### src/rtl/pong_link_pkg.sv
// Shared definitions for the pong link frame: byte count, marker position,
// field slices of the 32-bit frame and the receiver state encoding.
package pong_link_pkg;

  localparam int unsigned FRAME_BYTES = 4;
  localparam int unsigned MARKER_BIT  = 7;

  localparam int unsigned Y_P2_MSB   = 30;
  localparam int unsigned Y_P2_LSB   = 21;
  localparam int unsigned Y_BALL_MSB = 20;
  localparam int unsigned Y_BALL_LSB = 11;
  localparam int unsigned X_BALL_MSB = 10;
  localparam int unsigned X_BALL_LSB = 0;

  typedef enum logic [1:0] {
    IDLE,
    COLLECT,
    PUBLISH
  } rx_state_e;

endpackage

### src/rtl/uart_frame_rx_if.sv
// Byte-in / frame-out bundle of the frame receiver. The slave side is the
// receiver; the master side feeds bytes and consumes the published frame.
interface uart_frame_rx_if;

  logic [7:0]  rx_data;
  logic        rx_done;
  logic [31:0] rx_buf;
  logic [9:0]  y_player2;
  logic [9:0]  y_ball;
  logic [10:0] x_ball;
  logic        frame_valid;
  logic        frame_err;
  logic        link_up;

  modport master (
    output rx_data, rx_done,
    input  rx_buf, y_player2, y_ball, x_ball, frame_valid, frame_err, link_up
  );

  modport slave (
    input  rx_data, rx_done,
    output rx_buf, y_player2, y_ball, x_ball, frame_valid, frame_err, link_up
  );

endinterface

### src/rtl/uart_gap_timer.sv
// Clear/enable counter with a flag at its limit. Wrap mode flags the last
// enabled cycle before Limit (timeout strobe); saturating mode holds at Limit
// and flags it for as long as it stays there.
module uart_gap_timer #(
  parameter int unsigned Limit    = 100,
  parameter bit          Saturate = 1'b0
) (
  input  logic clk,
  input  logic rst_n,
  input  logic clear_i,
  input  logic enable_i,
  output logic hit_o
);

  localparam int unsigned Width = $clog2(Limit + 1);
  localparam logic [Width-1:0] LastVal = Width'(Limit - 1);
  localparam logic [Width-1:0] TopVal  = Width'(Limit);

  logic [Width-1:0] count_d, count_q;

  // Next count: clear has priority, then wrap after the last value or hold at the top.
  always_comb begin
    count_d = count_q;
    if (clear_i) begin
      count_d = '0;
    end else if (enable_i) begin
      if (Saturate) begin
        if (count_q != TopVal) count_d = count_q + 1'b1;
      end else if (count_q == LastVal) begin
        count_d = '0;
      end else begin
        count_d = count_q + 1'b1;
      end
    end
  end

  // Counter register.
  always_ff @(posedge clk or negedge rst_n) begin
    if (!rst_n) count_q <= '0;
    else        count_q <= count_d;
  end

  assign hit_o = Saturate ? (count_q == TopVal) : (enable_i && (count_q == LastVal));

endmodule

### src/rtl/uart_frame_rx.sv
// Rebuilds the 4-byte pong link frame from the UART byte stream, checks the
// marker and inter-byte gap, publishes the frame and tracks link liveness.
module uart_frame_rx #(
  parameter int unsigned GAP_CYCLES   = 200_000,
  parameter int unsigned LINK_TIMEOUT = 8_000_000
) (
  input logic             clk,
  input logic             rst_n,
  uart_frame_rx_if.slave  bus
);
  import pong_link_pkg::*;

  rx_state_e   state_d, state_q;
  logic [1:0]  idx_d, idx_q;
  logic [31:0] shadow_d, shadow_q;
  logic [31:0] rx_buf_d, rx_buf_q;
  logic        valid_d, valid_q;
  logic        err_d, err_q;
  logic        err_pend_d, err_pend_q;
  logic        seen_d, seen_q;
  logic        link_up_d, link_up_q;
  logic        gap_hit, link_hit;

  uart_gap_timer #(
    .Limit    (GAP_CYCLES),
    .Saturate (1'b0)
  ) u_gap_timer (
    .clk      (clk),
    .rst_n    (rst_n),
    .clear_i  (bus.rx_done),
    .enable_i (state_q == COLLECT),
    .hit_o    (gap_hit)
  );

  // Cleared in the PUBLISH cycle, i.e. on the same edge that raises frame_valid.
  uart_gap_timer #(
    .Limit    (LINK_TIMEOUT),
    .Saturate (1'b1)
  ) u_link_timer (
    .clk      (clk),
    .rst_n    (rst_n),
    .clear_i  (state_q == PUBLISH),
    .enable_i (1'b1),
    .hit_o    (link_hit)
  );

  // Next-state and registered-output logic of the frame FSM.
  always_comb begin
    state_d    = state_q;
    idx_d      = idx_q;
    shadow_d   = shadow_q;
    rx_buf_d   = rx_buf_q;
    valid_d    = 1'b0;
    err_d      = err_pend_q;
    err_pend_d = 1'b0;
    seen_d     = seen_q;
    link_up_d  = seen_q && !link_hit;
    unique case (state_q)
      IDLE, PUBLISH: begin
        if (state_q == PUBLISH) begin
          rx_buf_d = shadow_q;
          valid_d  = 1'b1;
          seen_d   = 1'b1;
          state_d  = IDLE;
        end
        if (bus.rx_done) begin
          if (bus.rx_data[MARKER_BIT]) begin
            shadow_d = {24'h0, bus.rx_data};
            idx_d    = 2'd1;
            state_d  = COLLECT;
          end else if (state_q == PUBLISH) begin
            // Defer the error one cycle so it never overlaps frame_valid.
            err_pend_d = 1'b1;
          end else begin
            err_d = 1'b1;
          end
        end
      end
      COLLECT: begin
        if (bus.rx_done) begin
          shadow_d = {shadow_q[23:0], bus.rx_data};
          idx_d    = idx_q + 2'd1;
          if (idx_q == 2'(FRAME_BYTES - 1)) state_d = PUBLISH;
        end else if (gap_hit) begin
          err_d    = 1'b1;
          shadow_d = '0;
          idx_d    = '0;
          state_d  = IDLE;
        end
      end
      default: state_d = IDLE;
    endcase
  end

  // Single state/output register bank.
  always_ff @(posedge clk or negedge rst_n) begin
    if (!rst_n) begin
      state_q    <= IDLE;
      idx_q      <= '0;
      shadow_q   <= '0;
      rx_buf_q   <= '0;
      valid_q    <= 1'b0;
      err_q      <= 1'b0;
      err_pend_q <= 1'b0;
      seen_q     <= 1'b0;
      link_up_q  <= 1'b0;
    end else begin
      state_q    <= state_d;
      idx_q      <= idx_d;
      shadow_q   <= shadow_d;
      rx_buf_q   <= rx_buf_d;
      valid_q    <= valid_d;
      err_q      <= err_d;
      err_pend_q <= err_pend_d;
      seen_q     <= seen_d;
      link_up_q  <= link_up_d;
    end
  end

  assign bus.rx_buf      = rx_buf_q;
  assign bus.y_player2   = rx_buf_q[Y_P2_MSB:Y_P2_LSB];
  assign bus.y_ball      = rx_buf_q[Y_BALL_MSB:Y_BALL_LSB];
  assign bus.x_ball      = rx_buf_q[X_BALL_MSB:X_BALL_LSB];
  assign bus.frame_valid = valid_q;
  assign bus.frame_err   = err_q;
  assign bus.link_up     = link_up_q;

endmodule

### src/flat_wrapper.sv
// flat-port wrapper written by rule: the top's interface ports become plain ports
module uart_frame_rx_flat import pong_link_pkg::*;
#(
  parameter int unsigned GAP_CYCLES   = 200_000,
  parameter int unsigned LINK_TIMEOUT = 8_000_000
)
  (clk, rst_n, bus_rx_data, bus_rx_done, bus_rx_buf, bus_y_player2, bus_y_ball, bus_x_ball, bus_frame_valid, bus_frame_err, bus_link_up);
  uart_frame_rx_if bus_i ();
  input logic clk;
  input logic rst_n;
  input wire logic [$bits(bus_i.rx_data)-1:0] bus_rx_data;
  input wire logic [$bits(bus_i.rx_done)-1:0] bus_rx_done;
  output wire logic [$bits(bus_i.rx_buf)-1:0] bus_rx_buf;
  output wire logic [$bits(bus_i.y_player2)-1:0] bus_y_player2;
  output wire logic [$bits(bus_i.y_ball)-1:0] bus_y_ball;
  output wire logic [$bits(bus_i.x_ball)-1:0] bus_x_ball;
  output wire logic [$bits(bus_i.frame_valid)-1:0] bus_frame_valid;
  output wire logic [$bits(bus_i.frame_err)-1:0] bus_frame_err;
  output wire logic [$bits(bus_i.link_up)-1:0] bus_link_up;
  assign bus_i.rx_data = bus_rx_data;
  assign bus_i.rx_done = bus_rx_done;
  assign bus_rx_buf = bus_i.rx_buf;
  assign bus_y_player2 = bus_i.y_player2;
  assign bus_y_ball = bus_i.y_ball;
  assign bus_x_ball = bus_i.x_ball;
  assign bus_frame_valid = bus_i.frame_valid;
  assign bus_frame_err = bus_i.frame_err;
  assign bus_link_up = bus_i.link_up;
  uart_frame_rx #(.GAP_CYCLES(GAP_CYCLES), .LINK_TIMEOUT(LINK_TIMEOUT)) u_core (.clk(clk), .rst_n(rst_n), .bus(bus_i));
endmodule
### config.mk
export PLATFORM = sky130hd
export DESIGN_NAME = uart_frame_rx_flat
export DESIGN_NICKNAME = d
export VERILOG_FILES = /design/src/rtl/pong_link_pkg.sv /design/src/rtl/uart_frame_rx_if.sv /design/src/rtl/uart_gap_timer.sv /design/src/rtl/uart_frame_rx.sv /design/src/flat_wrapper.sv
export SDC_FILE = /design/constraint.sdc
export NUM_CORES = 1
export LEC_CHECK = 0
export CORE_MARGIN = 8
export CORE_UTILIZATION = 45
export DETAILED_ROUTE_END_ITERATION = 7
export PLACE_DENSITY = 0.68
export RECOVER_POWER = 50
export SLEW_MARGIN = 30
export SYNTH_ARGS = -nofsm -noshare
export SYNTH_HDL_FRONTEND = slang
export SYNTH_SLANG_ARGS = --single-unit
### constraint.sdc
create_clock -name clk -period 2.9 [get_ports clk]
set_input_delay 0.58 -clock clk [delete_from_list [all_inputs] [get_ports clk]]
set_output_delay 0.58 -clock clk [all_outputs]
set_load 0.01 [all_outputs]
==> results of run 1 <==
-- path summary, 6_finish.rpt --
path / startpoint / end / slack [ps] / cells past startpoint
setup / recovery: u_core.state_q[0]$_DFFE_PN0P_ / u_core.bus.rx_buf[30]$_DFFE_PN0P_ / 580 / 3
hold / removal: u_core.seen_q$_DFFE_PN0P_ / u_core.seen_q$_DFFE_PN0P_ / 460 / 1
setup reg to reg: u_core.state_q[0]$_DFFE_PN0P_ / u_core.bus.rx_buf[30]$_DFFE_PN0P_ / 580 / 3
hold reg to reg: u_core.seen_q$_DFFE_PN0P_ / u_core.seen_q$_DFFE_PN0P_ / 460 / 1
max in group asynchronous: rst_n / u_core.bus.rx_buf[2]$_DFFE_PN0P_ / 950 / 2
min in group asynchronous: rst_n / u_core.bus.frame_valid$_DFF_PN0_ / 700 / 1
-- area by class of cell --
cell class              instances  area, um^2  share of cell area [%]
clock buffers                  19       452.9                   7.028
flip-flops and latches        114        2853                   44.26
clock inverters                13       182.7                   2.834
repair buffers                 83       812.0                   12.60
inverters                       5       18.77                  0.2912
well taps                     143       178.9                   2.776
multi-input cells             273        1947                   30.21
-- power groups by stage --
stage | clock network (mW) | logic [mW] | registers, mW
2_1_floorplan | 0 | 1.02 | 2.43
3_3_place_gp | 0 | 1.69 | 2.45
3_5_place_dp | 0 | 1.73 | 2.48
4_1_cts | 2.25 | 1.74 | 2.46
5_1_grt | 2.33 | 1.84 | 2.52
6_report | 2.22 | 1.70 | 2.46
-- state kept, by name (all words and copies together) (netlist names), 2 cells and up --
name / flops
u_core.shadow_q: 32
u_core.idx_q: 2
u_core.bus.rx_buf: 32
u_core.u_gap_timer.count_q: 18
u_core.u_link_timer.count_q: 23
u_core.state_q: 2
-- per-stage QoR --
stage	area [um^2]	worst slack, ps	std cells	hold slack [ps]
floorplan	5144	1023	441	284.4
global placement	5821	410.5	618	442.6
detailed placement	5821	366.8	618	452.1
CTS	6456	747.5	650	136.4
global route	6445	416.5	650	491.4
finish	6445	578.4	650	461.0
-- placed cells by master, fill, tap and decap left out, types with 2 or more instances in the layout --
cell type        synthesis  layout
nand2b_1                 3       3
clkinvlp_4               0       4
clkdlybuf4s50_1          0      75
nand4_1                  7       7
clkbuf_8                 0       2
dfrtp_1                114     114
o311ai_0                 4       4
xnor2_1                  4       4
nand2_1                 27      27
and2_1                   2       2
inv_1                    5       5
o211ai_1                 6       6
nor3_1                   2       2
clkbuf_16                0      17
and4_1                   3       3
ha_1                     4       4
nor4_2                   3       3
o21ai_0                  8       8
nor2_1                  40      39
xor2_1                  18      18
bufinv_16                0       4
nand3_1                 25      25
nor4b_1                  5       5
a31oi_1                  2       2
a22o_1                  33      33
buf_4                   31       4
nor2b_1                  4       3
o31ai_1                  9       9
or2_2                    3       3
and3_1                   6       6
clkinv_2                 0       3
nor4_1                   2       2
nor3_2                   2       2
a21oi_1                  5       5
clkbuf_1                12       3
mux2_2                  32      32
-- cell families after synthesis --
| group | share of synthesized area [%] |
|---|---|
| flip-flops | 55.46 |
| adder cells (fa/ha/maj) | 0.9730 |
| AO/OA/AOI/OAI | 10.95 |
| multiplexers | 7.200 |
| XOR/XNOR | 3.746 |
| buffers and inverters | 6.884 |
| AND/OR/NAND/NOR | 14.79 |
-- per-layer routing --
layer	share of wire [%]	GRT usage, %	wire length, um
met1	44	19.58	4979
met2	50	25.21	5670
met3	5.4	4.612	610
met4	1.2	5.864	137
met5	0	0	0
==> metrics.cfg, run 1 <==
[die]
start_util_pct=45.63
dieArea_um2=15110
rows=39
core-area_um2=11270
die_w_um=122.9
ios=77
die_y_um=122.9

[timing]
post-route-min-period_ps=2322
setup_violations=0
rsz0062_at_grt=false
fin_crit_sh_pct=80.05
hold_violations=0
slew_viol_final=69
tns_ps=0
max_slew_margin_pct=-29.00
clock_skew_ps=8.728
max_freq_ghz=0.4307
worst_pin_slew_ps=1935

[critical_path]
cp_num_buf_inv=1
max_stage_delay_ps=1160
worst-setup-path-type=reg2reg
critPathMaxFanout=33
cp-start-kind=flip-flop
crit_chain=nor2b_4 > clkbuf_1 > mux2_2
path_delay_family=buffers and inverters
crit_arrival_ps=2610
required_ps=3190
worst_path_max_delay_cell=clkbuf_1
critPathCaptureType=flip-flop

[detailed_routing]
drt_iter0_drc=325
vias=3613
post_drt_wl_per_cell_um=17.53
drc_errors=0
ant_nets=0
wirelength_um=11400
viasPerCell=5.558
dr.pass1.iters=5

[cells_and_area]
syn_to_final_growth_pct=25.30
n_antenna_cell=0
final_nets=509
final_util_pct=57.18
drive_above_1_share_pct=16.17
fillers=953

[synthesis]
syn_avg_cell_area_um2=11.66
synthesis.area_um2=5144
synth_edf_count=0
synth_common_cells=dfrtp_1 (114), nor2_1 (40), a22o_1 (33)
ys_dominant_reg_cell=dfrtp_1
yosysTopAreaCell=dfrtp_1
netlist_instances=441
synthTopCellsByArea=dfrtp_1 (55%), mux2_2 (7.0%), a22o_1 (5.6%), buf_4 (4.5%), xor2_1 (3.1%)
synth_seq_area_share_pct=55.46
synth_most_common_cell=dfrtp_1
ys.warnings.count=0
synth_seq_cells=114
syn_nets=456
synth.top_cell.area_share_pct=55.46
async_flop_share_pct=100.0
yosysUniqueCellTypes=48

[pwr]
finalPower_mw=6.381
power_frac_clock_pct=34.8
switching_share_pct=29.13
power_frac_comb_pct=26.7
p_int_mw=4.522
netSwitchingPower_mw=1.859
p_leak_nw=2.804
sequentialPowerShare_pct=38.5
peakVddDrop_mv=0.6372
p_per_area_nw_per_um2=990.0

[clocking]
numCtsBuffers=17
cts_sinks=114
root_buffer=clkbuf_16
cts_tree=built
postCtsHoldBufs=0
clock_latency_ps=410
htreeDepth=4
cts_resized=0
clk_path_buf_depth=2
worst_setup_hold_path_clk_slew_ps=50
cts_setup_buffers=0

[run_status]
violations=capacitance limit, slew limit
status=complete, but fails checks

[run]
max_cap_viol_count=2

[global_routing]
antenna_found_initial=0
overflow=0
grt_max_degree=55
track_usage_pct=15.65
grt_pass1_wl_um=18550
grt_pass1_vias=3649

[placement]
gp_congestion=0.8735
numPortBuffers=76
dp_hpwl_um=7617

[min_path]
worstHoldPathType=reg2reg

(Power assumes the default switching activity.)
==> run 2: changes to the inputs <==
clock period = 2.2 ns   (was 2.9 ns; I/O delays follow)
==> metrics.cfg, run 2 (synthesis results as in run 1) <==
[run_status]
status=complete, but fails checks  ; unchanged
violations=slew limit  ; was capacitance limit, slew limit

[global_routing]
grt_pass1_wl_um=18230  ; was 18,550 um
antenna_found_initial=0  ; unchanged
overflow=0  ; unchanged
grt_max_degree=115  ; was 55
track_usage_pct=15.14  ; was 15.65%
grt_pass1_vias=3647  ; was 3,649

[clocking]
clk_path_buf_depth=2  ; unchanged
cts_sinks=114  ; unchanged
worst_setup_hold_path_clk_slew_ps=50  ; about the same
postCtsHoldBufs=0  ; unchanged
root_buffer=clkbuf_16  ; unchanged
numCtsBuffers=17  ; unchanged
htreeDepth=4  ; unchanged
cts_resized=0  ; unchanged
clock_latency_ps=410  ; about the same
cts_setup_buffers=0  ; unchanged
cts_tree=built  ; unchanged

[run]
max_cap_viol_count=0  ; was 2

[timing]
fin_crit_sh_pct=92.78  ; was 80.05%
hold_violations=0  ; unchanged
max_slew_margin_pct=-0.1578  ; was -29.00%
clock_skew_ps=6.092  ; was 8.728 ps
setup_violations=0  ; unchanged
post-route-min-period_ps=2041  ; was 2322 ps
tns_ps=0  ; unchanged
worst_pin_slew_ps=1502  ; was 1935 ps
slew_viol_final=48  ; was 69
rsz0062_at_grt=false  ; unchanged
max_freq_ghz=0.4899  ; was 0.4307 GHz

[placement]
dp_hpwl_um=7149  ; was 7617 um
gp_congestion=0.8359  ; was 0.8735
numPortBuffers=76  ; unchanged

[cells_and_area]
final_nets=514  ; was 509
syn_to_final_growth_pct=25.61  ; was 25.30%
multi_input_area_um2=1944  ; was 1947 um^2
n_antenna_cell=0  ; unchanged
drive_above_1_share_pct=16.80  ; was 16.17%
layout_common_cells=dfrtp_1 (114), clkdlybuf4s50_1 (75), nor2_1 (39), a22o_1 (33), mux2_2 (32)  ; unchanged
layout_commonest_cell=dfrtp_1  ; unchanged
regArea_um2=2853  ; unchanged
fillers=940  ; was 953

[die]
dieArea_um2=15110  ; unchanged
start_util_pct=45.63  ; unchanged
rows=39  ; unchanged
ios=77  ; unchanged
die_w_um=122.9  ; unchanged
die_y_um=122.9  ; unchanged
core-area_um2=11270  ; unchanged

[detailed_routing]
post_drt_wl_per_cell_um=16.58  ; was 17.53 um
viasPerCell=5.440  ; was 5.558
drc_errors=0  ; unchanged
vias=3563  ; was 3,613
wirelength_um=10860  ; was 11,400 um
drt_iter0_drc=248  ; was 325
ant_nets=0  ; unchanged
dr.pass1.iters=4  ; was 5

[pwr]
sequentialPowerShare_pct=39.1  ; was 38.5%
finalPower_mw=8.226  ; was 6.381 mW
power_frac_clock_pct=33.1  ; was 34.8%
p_int_mw=5.849  ; was 4.522 mW
peakVddDrop_mv=0.8521  ; was 0.6372 mV
p_leak_nw=2.825  ; was 2.804 nW
switching_share_pct=28.89  ; was 29.13%
power_frac_comb_pct=27.7  ; was 26.7%
p_per_area_nw_per_um2=1273  ; was 990.0 nW/um^2
netSwitchingPower_mw=2.376  ; was 1.859 mW

[critical_path]
reg2reg_slack_ps=160  ; was 580 ps
critPathMaxFanout=32  ; was 33
crit_arrival_ps=2330  ; was 2610 ps
critPathCaptureType=flip-flop  ; unchanged
worst-setup-path-type=reg2reg  ; unchanged
cp-start-kind=flip-flop  ; unchanged
required_ps=2490  ; was 3190 ps

[min_path]
worstHoldPathType=reg2reg  ; unchanged

run 2: cell type report:
type                       count  share of cell area (%)
sequential                   114                   44.15
inverter                       5                  0.2905
clock inverter                 9                   1.588
clock buffer                  23                   7.707
timing repair buffer          88                   13.40
tap                          143                   2.769
multi-input combinational    273                   30.09
run 2: final timing paths:
| check | cells past startpoint | startpoint | endpoint |
|---|---|---|---|
| min reg2reg | 1 | u_core.seen_q$_DFFE_PN0P_ | u_core.seen_q$_DFFE_PN0P_ |
| max in group asynchronous | 2 | rst_n | u_core.err_pend_q$_DFF_PN0_ |
| max reg2reg | 7 | u_core.u_gap_timer.count_q[0]$_DFFE_PN0P_ | u_core.shadow_q[2]$_DFFE_PN0P_ |
| min in group asynchronous | 2 | rst_n | u_core.u_link_timer.count_q[9]$_DFFE_PN0P_ |
| max | 7 | u_core.u_gap_timer.count_q[0]$_DFFE_PN0P_ | u_core.shadow_q[2]$_DFFE_PN0P_ |
| min | 1 | u_core.seen_q$_DFFE_PN0P_ | u_core.seen_q$_DFFE_PN0P_ |
run 2: worst max-delay path, stage by stage (launching register included):
cell and delay (ps):
dfrtp_1 410, ha_1 210, nand4_2 170, nor2_1 300, a31oi_4 150, or2_1 260, buf_12 170, a22o_1 240
run 2: power by group through the flow:
stage | registers (mW) | clock network [mW] | logic (mW)
6_report | 3.22 | 2.72 | 2.28
4_1_cts | 3.23 | 2.77 | 2.33
5_1_grt | 3.31 | 2.88 | 2.47
3_3_place_gp | 3.23 | 0 | 2.27
3_5_place_dp | 3.26 | 0 | 2.32
2_1_floorplan | 3.20 | 0 | 1.35
run 2: per-layer routing:
metal  global-route usage [%]  up-vias  part of all wire, %
met3                    4.795       15                  5.8
met1                    19.13     1784                   43
met5                        0        -                    0
met4                    6.931        0                  1.9
met2                    23.38       85                   49
li1                         -     1679                    -
run 2: stage by stage:
step                      util, %  worst slack, ps  hold WS, ps  cell area, um^2  cells
final                       57.32            158.9        460.4             6461    655
after global routing        57.32            23.15        488.8             6461    655
after CTS                   57.52            168.3        141.5             6484    655
after detailed placement    52.19            10.84        451.7             5883    623
after global placement      52.19            66.12        443.1             5883    623
after floorplan                 -            322.7        144.4             5144    441
